[src/rtl/core_bus_arbiter.sv]
// Core bus arbiter: merges instruction and data requests from the core
// onto one single-beat memory bus, with one-shot fairness after each beat.
package core_bus_pkg;
    typedef logic [2:0] msize_t;
    typedef logic [3:0] mlen_t;
    typedef logic [1:0] axi_burst_t;

    localparam msize_t     MSIZE4          = 3'b010;
    localparam mlen_t      MLEN1           = 4'b0000;
    localparam axi_burst_t AXI_BURST_FIXED = 2'b00;

    typedef struct packed {
        logic        valid;
        logic [63:0] addr;
    } ibus_req_t;

    typedef struct packed {
        logic        addr_ok;
        logic        data_ok;
        logic [31:0] data;
    } ibus_resp_t;

    typedef struct packed {
        logic        valid;
        logic [63:0] addr;
        msize_t      size;
        logic [7:0]  strobe;
        logic [63:0] data;
    } dbus_req_t;

    typedef struct packed {
        logic        addr_ok;
        logic        data_ok;
        logic [63:0] data;
    } dbus_resp_t;

    typedef struct packed {
        logic        valid;
        logic        is_write;
        msize_t      size;
        logic [63:0] addr;
        logic [7:0]  strobe;
        logic [63:0] data;
        mlen_t       len;
        axi_burst_t  burst;
    } cbus_req_t;

    typedef struct packed {
        logic        ready;
        logic        last;
        logic [63:0] data;
    } cbus_resp_t;
endpackage

module core_bus_arbiter
    import core_bus_pkg::*;
#(
    parameter bit DATA_FIRST = 1'b1
) (
    input  logic       clk,
    input  logic       reset,
    input  ibus_req_t  ireq,
    output ibus_resp_t iresp,
    input  dbus_req_t  dreq,
    output dbus_resp_t dresp,
    output cbus_req_t  creq,
    input  cbus_resp_t cresp
);

    localparam logic [1:0] IDLE    = 2'd0;
    localparam logic [1:0] IFETCH  = 2'd1;
    localparam logic [1:0] DACCESS = 2'd2;

    logic [1:0]  state;
    logic [1:0]  state_n;
    logic        r_write;
    msize_t      r_size;
    logic [63:0] r_addr;
    logic [7:0]  r_strobe;
    logic [63:0] r_data;
    logic        fair_set;
    logic        prefer_i;
    logic        busy;
    logic        done;
    logic        grant;
    logic        pick_i;

    assign busy  = (state != IDLE);
    assign done  = busy && cresp.ready && cresp.last;
    assign grant = (state == IDLE) && (ireq.valid || dreq.valid);

    // Fairness flag, once set by a completion, overrides DATA_FIRST on contention.
    always_comb begin
        pick_i = ireq.valid;
        if (ireq.valid && dreq.valid) begin
            pick_i = fair_set ? prefer_i : !DATA_FIRST;
        end
    end

    always_comb begin
        state_n = state;
        case (state)
            IDLE: begin
                if (grant) begin
                    state_n = pick_i ? IFETCH : DACCESS;
                end
            end
            IFETCH, DACCESS: begin
                if (done) begin
                    state_n = IDLE;
                end
            end
            default: state_n = IDLE;
        endcase
    end

    always_ff @(posedge clk or posedge reset) begin
        if (reset) begin
            state    <= IDLE;
            r_write  <= 1'b0;
            r_size   <= '0;
            r_addr   <= '0;
            r_strobe <= '0;
            r_data   <= '0;
            fair_set <= 1'b0;
            prefer_i <= 1'b0;
        end else begin
            state <= state_n;
            if (grant) begin
                if (pick_i) begin
                    r_write  <= 1'b0;
                    r_size   <= MSIZE4;
                    r_addr   <= ireq.addr;
                    r_strobe <= '0;
                    r_data   <= '0;
                end else begin
                    r_write  <= |dreq.strobe;
                    r_size   <= dreq.size;
                    r_addr   <= dreq.addr;
                    r_strobe <= dreq.strobe;
                    r_data   <= dreq.data;
                end
            end
            if (done) begin
                fair_set <= 1'b1;
                prefer_i <= (state == DACCESS);
            end
        end
    end

    always_comb begin
        creq          = '0;
        creq.valid    = busy;
        creq.is_write = r_write;
        creq.size     = r_size;
        creq.addr     = r_addr;
        creq.strobe   = r_strobe;
        creq.data     = r_data;
        creq.len      = MLEN1;
        creq.burst    = AXI_BURST_FIXED;
    end

    // Fetches are 32-bit; addr[2] selects the word within the 64-bit beat.
    always_comb begin
        iresp         = '0;
        iresp.addr_ok = done && (state == IFETCH);
        iresp.data_ok = done && (state == IFETCH);
        iresp.data    = r_addr[2] ? cresp.data[63:32] : cresp.data[31:0];
    end

    always_comb begin
        dresp         = '0;
        dresp.addr_ok = done && (state == DACCESS);
        dresp.data_ok = done && (state == DACCESS);
        dresp.data    = cresp.data;
    end

endmodule

[config.mk]
export PLATFORM = sky130hd
export DESIGN_NAME = core_bus_arbiter
export DESIGN_NICKNAME = d
export VERILOG_FILES = /design/src/rtl/core_bus_arbiter.sv
export SDC_FILE = /design/constraint.sdc
export NUM_CORES = 1
export LEC_CHECK = 0
export ABC_AREA = 1
export CORE_AREA = 10 10 192 194
export DETAILED_ROUTE_END_ITERATION = 12
export DIE_AREA = 0 0 202 204
export PLACE_DENSITY = 0.67
export SYNTH_ARGS = -nofsm -noshare
export SYNTH_HDL_FRONTEND = slang
export SYNTH_SLANG_ARGS = --single-unit
[constraint.sdc]
create_clock -name clk -period 6.2 [get_ports clk]
set_clock_uncertainty 0.2 [all_clocks]
set_input_delay 1.86 -clock clk [delete_from_list [all_inputs] [get_ports clk]]
set_output_delay 1.86 -clock clk [all_outputs]
set_load 0.01 [all_outputs]
---- Word level (Yosys, flattened, before mapping) ----
Index checks and enable logic that the tools add are counted.
cells by class
  add/subtract/negate cells ............... 0
  multipliers ............................. 0
  div/mod/pow operators ................... 0
  order comparisons ....................... 0
  equality and inequality tests ........... 4
  shift-type cells ........................ 0
  multiplexer cells ....................... 12
  bitwise operators ....................... 0
  reduce and logical (&&, ||, !) cells .... 12
operators with widths
  operator                                                               count
  64-bit two-way mux                                                     2
  32-bit two-way mux                                                     1
  8-bit two-way mux                                                      1
  8-bit OR reduction                                                     1
  1-bit logical AND                                                      6
  2-bit two-way mux                                                      3
  2-bit != test, second input constant                                   2
  2-bit one-hot mux with 2 select lines                                  1
  1-bit two-way mux                                                      3
  3-bit two-way mux                                                      1
  2-bit by 1-bit equality test with 1-bit output, second input constant  1
  2-bit equality test, second input constant                             1
  2-bit logical NOT                                                      1
  2-bit AND reduction                                                    1
  2-bit nonzero test                                                     1
  2-bit OR reduction                                                     1
  1-bit logical OR                                                       1
word-level totals
  bits in registers ....................... 144
  bits in latches ......................... 0
  RAM bits ................................ 0
  ROM bits ................................ 0
  bits of input ports ..................... 273
  output and inout port bits .............. 247
  logic and storage cells ................. 36
  memories kept ........................... 0

---- Depth between registers and ports, before layout ----
Gate-level depths: netlist of the first run.
  word-level depth ........................ 5
  gate-level depth with buffers ........... 10
  mapped depth without buffers ............ 8

---- Least setup slack after synthesis of the first run ----
OpenSTA, ideal clock, no wires.
  kind .................................... input to output
  from .................................... in cresp[64] (netlist bit)
  to ...................................... out dresp[65] (netlist bit)
  arrival time ............................ 2.394 ns
  required time ........................... 4.140 ns
  path slack .............................. 1.746 ns
  stages on the path ...................... 3
  cells stage by stage .................... nand3_1 nor2_1 buf_4
RTL lines
  what                RTL line  text
  start: declaration  67        input cbus_resp_t cresp
  end: declaration    65        output dbus_resp_t dresp,

==> flow_summary.json, run 1 <==
{
  "wl_met1_mm": 14.7,
  "fp.dieArea_sq_um": 41200,
  "p_total_mw": 5.94,
  "clk_pin_slew_ns": 0.07,
  "area_delta_synth_final_pct": 79.0,
  "cp-startpoint": "cresp[64]",
  "cts_htree_levels": 4,
  "io_pins": 520,
  "cts_tree": "built",
  "worstPathMaxFanout": 6,
  "top_layer": "met4",
  "grt_overflow": 0,
  "crit_type": "in -> out",
  "min_path_cells": 2,
  "ir_worst_vdd_v": 0.000267,
  "r2r-end": "r_data[32]",
  "maxCapViolations": 0,
  "cts_root_buffer": "clkbuf_16",
  "dr.pass1.iters": 5,
  "final_cell_mix": "clkdlybuf4s50_1, nand2_1, dfrtp_1",
  "setup_viol": 0,
  "grt_max_degree": 95,
  "worstMarginPinSlew_ns": 0.890,
  "critPathArrivalTime_ns": 3.34,
  "endpoint_kind": "output pin",
  "synth_seq_cells": 144,
  "status": "completed",
  "hp-class": "reg -> reg",
  "hpwl_mm": 29.7,
  "die_height_um": 204,
  "drc_errors": 0,
  "place.port_buffers": 513,
  "final_cell_area_sq_um": 12700,
  "routedWlPerCell_um": 22.5,
  "ctsHoldBuffers": 0,
  "postRouteAntennaNets": 0,
  "globalplace.congestion": 0.831,
  "finalSetupTns_ns": 0,
  "reg2reg_from": "state[0]",
  "core_area_sq_um": 33100,
  "min_from": "fair_set",
  "drive_gt1_frac": 0.0681,
  "startpoint_type": "input port",
  "period_minus_slack_ns": 5.40,
  "p_leak_nw": 5.57,
  "cts_buffers": 17,
  "grt_pass1_wl_mm": 54.9,
  "drt_iter0_markers": 461,
  "cts_buffer_depth": 2,
  "clock_sinks": 144,
  "place_ws_ns": 0.794,
  "vias": 7578,
  "hold_path_end": "fair_set",
  "die_w_um": 202,
  "synth_edf_count": 0,
  "postCtsResizedCells": 0,
  "insertion_delay_ns": 0.43,
  "hold_viol": 0,
  "post_cts_buffers": 0,
  "pwr_density_cell_nw_per_um2": 466,
  "finalMaxSlewViolations": 0,
  "yosys_warnings": 0,
  "postRouteWirelength_mm": 38.5,
  "grtUsageTotal": 0.178,
  "netlist-cell-type-count": 16,
  "layout.nets": 1526,
  "grt_pass1_vias": 7802,
  "avgSynthCellArea_sq_um": 8.52,
  "rows": 67,
  "r2r_cells": 9,
  "netlist_instances": 836,
  "synthFlopType": "dfrtp_1",
  "ff2ff_setup_slack_ns": 3.53,
  "wl_met3_mm": 2.87,
  "async_flop_share": 1.00,
  "drt-vias-per-instance": 4.43,
  "antenna_found_initial": 1,
  "yosysSeqAreaShare": 0.506,
  "synthesis.area_sq_um": 7120,
  "start_util": 0.215,
  "required_ns": 4.14,
  "diodes": 0,
  "relSlewSlack": 0.407,
  "placed_area_sq_um": 12100,
  "rsz0062_at_grt": "no",
  "layout_commonest_cell": "clkdlybuf4s50_1",
  "max_freq_mhz": 185,
  "fin_ws_ns": 0.800,
  "met2_length_mm": 19.1,
  "post-route-period-util": 0.871
}
## report_power, final
part | leakage, nW | internal (mW) | switching (mW)
registers | 1.79 | 1.41 | 0.270
clock network | 0.298 | 0.616 | 0.503
logic | 3.48 | 1.49 | 1.65
## registers in the layout, summed over array words and instances (netlist names)
signal and flops:
r_addr 64, fair_set 1, r_data 64, state 2
r_strobe 8, r_write 1, prefer_i 1, r_size 3
## kinds of logic (layout without fill, tap and decap cells)
| family | after synthesis | in the layout | share of synthesized area |
|---|---|---|---|
| and+or+nand+nor | 509 | 509 | 0.315 |
| buffers and inverters | 146 | 568 | 0.122 |
| DFF | 144 | 144 | 0.506 |
| muxes | 32 | 32 | 0.0506 |
| adders and majority gates | 3 | 3 | 0.00527 |
| other | 1 | 6 | 0.000526 |
| AOI/OAI and AO/OA | 1 | 1 | 0.000702 |
## Yosys cell counts (3+ instances only)
cell type | number | area, sq um
buf_4 | 75 | 563
buf_1 | 6 | 22.5
mux2_2 | 32 | 360
inv_2 | 3 | 11.3
nand4_1 | 66 | 413
ha_1 | 3 | 37.5
nor2_1 | 10 | 37.5
nand3_1 | 130 | 651
inv_1 | 7 | 26.3
clkbuf_1 | 25 | 93.8
nand2_1 | 302 | 1130
dfrtp_1 | 144 | 3600
buf_2 | 30 | 150
## area by class of cell
cell class / instances / area, sq um
clock buffers: 17 / 425
fillers: 3282 / 20400
repair buffers: 526 / 5240
inverters: 10 / 45.0
well taps: 448 / 561
clock inverters: 15 / 196
flip-flops and latches: 144 / 3600
multi-input cells: 551 / 2680
## worst max-delay path by stage
stage          depth (start not counted)  slack [ns]   endpoint
2_1_floorplan                          1        0.27   fair_set
3_3_place_gp                           4        0.82  dresp[64]
3_5_place_dp                           4        0.79  iresp[33]
4_1_cts                                4        0.80  iresp[33]
5_1_grt                                4        0.71  iresp[33]
6_report                               4        0.80  iresp[33]
## critical path, stage by stage
cell and delay, ns:
clkdlybuf4s50_1 0.51, nand3_1 0.20, nor2_1 0.20, clkdlybuf4s50_1 0.57
## metrics by stage
| stage | hold WS, ns | util | cells |
|---|---|---|---|
| after floorplan | 0.235 | - | 841 |
| after global placement | 0.253 | 0.366 | 1679 |
| after detailed placement | 0.256 | 0.366 | 1679 |
| after CTS | 0.275 | 0.385 | 1711 |
| after global routing | 0.291 | 0.385 | 1711 |
| final | 0.276 | 0.385 | 1711 |
## per-layer routing
layer | global-route usage | vias up
met5 | 0 | -
met4 | 0.0926 | 0
met3 | 0.0526 | 39
met2 | 0.303 | 366
met1 | 0.198 | 3648
li1 | - | 3525
Note: power is estimated with default switching activity, not from simulation.
==> inputs of run 2 (changes only) <==
--- a/config.mk
+++ b/config.mk
@@ -7,9 +7,10 @@
 export LEC_CHECK = 0
 export ABC_AREA = 1
 export CORE_AREA = 10 10 192 194
+export CTS_CLUSTER_DIAMETER = 120
 export DETAILED_ROUTE_END_ITERATION = 12
 export DIE_AREA = 0 0 202 204
-export PLACE_DENSITY = 0.67
+export PLACE_DENSITY_LB_ADDON = 0.15
 export SYNTH_ARGS = -nofsm -noshare
 export SYNTH_HDL_FRONTEND = slang
 export SYNTH_SLANG_ARGS = --single-unit
==> run 2 against run 1 <==
Total power is 2.4% lower; utilization shrank 0.15 points; hold slack got worse by 0.0016 ns; largest power group unchanged; largest cell class unchanged; register-to-register slack better by 0.08 ns; clock-buffer cell count unchanged; critical endpoint is now dresp[65]; wire length decreased by 3.1%; via count is 2.1% lower.
==> flow_summary.json, run 2 (synthesized netlist as in run 1, its figures left out) <==
{
  "die_w_um": 202,
  "antenna_found_initial": 4,
  "ctsHoldBuffers": 0,
  "pwr_density_cell_nw_per_um2": 457,
  "hp-class": "reg -> reg",
  "hold_viol": 0,
  "final_cell_area_sq_um": 12700,
  "cts_root_buffer": "clkbuf_16",
  "fin_cells": 1710,
  "final_cell_mix": "clkdlybuf4s50_1, nand2_1, dfrtp_1",
  "relSlewSlack": 0.225,
  "power.share.switching": 0.407,
  "power.internal_mw": 3.44,
  "routedWlPerCell_um": 21.8,
  "globalplace.congestion": 0.820,
  "drt-vias-per-instance": 4.34,
  "layout.nets": 1524,
  "crit_type": "in -> out",
  "finalMaxSlewViolations": 0,
  "post-route-period-util": 0.860,
  "rsz0062_at_grt": "no",
  "critPathArrivalTime_ns": 3.28,
  "place.port_buffers": 513,
  "holdWs_ns": 0.274,
  "drive_gt1_frac": 0.0666,
  "maxCapViolations": 0,
  "fin_ws_ns": 0.865,
  "power_frac_seq": 0.292,
  "grt_overflow": 0,
  "fp.dieArea_sq_um": 41200,
  "grt_pass1_wl_mm": 53.6,
  "cts_buffer_depth": 2,
  "start_util": 0.215,
  "ir_worst_vdd_v": 0.000217,
  "area_delta_synth_final_pct": 78.3,
  "endpoint_kind": "output pin",
  "die_height_um": 204,
  "reg.largest.list": "r_addr (64), r_data (64), r_strobe (8)",
  "nFillCells": 3355,
  "finalSetupTns_ns": 0,
  "io_pins": 520,
  "status": "completed",
  "p_total_mw": 5.80,
  "core_area_sq_um": 33100,
  "cts_buffers": 17,
  "postLayoutCoreUtil": 0.383,
  "drt_iter0_markers": 377,
  "period_minus_slack_ns": 5.34,
  "netSwitchingPower_mw": 2.36,
  "rows": 67,
  "cts_htree_levels": 4,
  "drc_errors": 0,
  "dr.pass1.iters": 6,
  "worstPathMaxFanout": 6,
  "cts_tree": "built",
  "grtUsageTotal": 0.173,
  "required_ns": 4.14,
  "postRouteAntennaNets": 0,
  "clk_pin_slew_ns": 0.07,
  "post_cts_buffers": 0,
  "setup_viol": 0,
  "worstMarginPinSlew_ns": 1.16,
  "grt_max_degree": 78,
  "dp.cells": 1677,
  "postRouteWirelength_mm": 37.3,
  "p_leak_nw": 5.55,
  "insertion_delay_ns": 0.42,
  "layout_commonest_cell": "clkdlybuf4s50_1",
  "postCtsResizedCells": 0,
  "power_frac_comb": 0.531,
  "place_ws_ns": 0.864,
  "clock_sinks": 144,
  "grt_pass1_vias": 7713,
  "max_freq_mhz": 187,
  "hpwl_mm": 28.0,
  "vias": 7422,
  "startpoint_type": "input port",
  "placed_area_sq_um": 12100,
  "power_frac_clock": 0.177
}
run 2: cell types whose count changed in the layout (fill, tap and decap cells not counted), sizes merged:
| cell | delta |
|---|---|
| diode | +1 |
| buf | -2 |
| bufinv | -2 |
| clkinvlp | -1 |
| inv | +3 |
run 2: area by class of cell:
class                   count  area [sq um]  area share
diodes                      1          2.50    0.000197
flip-flops and latches    144          3600       0.284
repair buffers            524          5240       0.412
inverters                  10          45.0     0.00355
multi-input cells         551          2680       0.211
clock inverters            15           145      0.0114
well taps                 448           561      0.0441
clock buffers              17           425      0.0335
run 2: metal layers:
| metal | wire length [um] | up-vias | part of all wire | GRT usage |
|---|---|---|---|---|
| met1 | 13900 | 3562 | 0.37 | 0.182 |
| met3 | 3160 | 27 | 0.085 | 0.0683 |
| met2 | 19700 | 300 | 0.53 | 0.319 |
| li1 | - | 3527 | - | - |
| met4 | 498 | 6 | 0.013 | 0.0395 |
| met5 | 47 | - | 0.0013 | 0 |
run 2: power by group through the flow:
stage / logic [mW] / clock network, mW / registers (mW)
floorplan: 1.22 / 0 / 1.87
finish: 3.08 / 1.03 / 1.69
global placement: 3.17 / 0 / 1.69
global route: 3.35 / 1.10 / 1.76
detailed placement: 3.16 / 0 / 1.70
CTS: 3.17 / 1.06 / 1.70
run 2: worst max-delay path, cell delays in order:
cell	delay [ns]
clkdlybuf4s50_1	0.46
nand3_1	0.19
nor2_1	0.20
clkdlybuf4s50_1	0.57
run 2: final timing paths:
check / end / slack, ns / depth (start not counted) / from
max: dresp[65] / 0.86 / 4 / cresp[65]
min: fair_set / 0.27 / 2 / fair_set
max reg2reg: r_addr[2] / 3.61 / 8 / state[0]
min reg2reg: fair_set / 0.27 / 2 / fair_set
max in group asynchronous: r_addr[39] / 3.15 / 3 / reset
min in group asynchronous: r_data[62] / 1.69 / 2 / reset
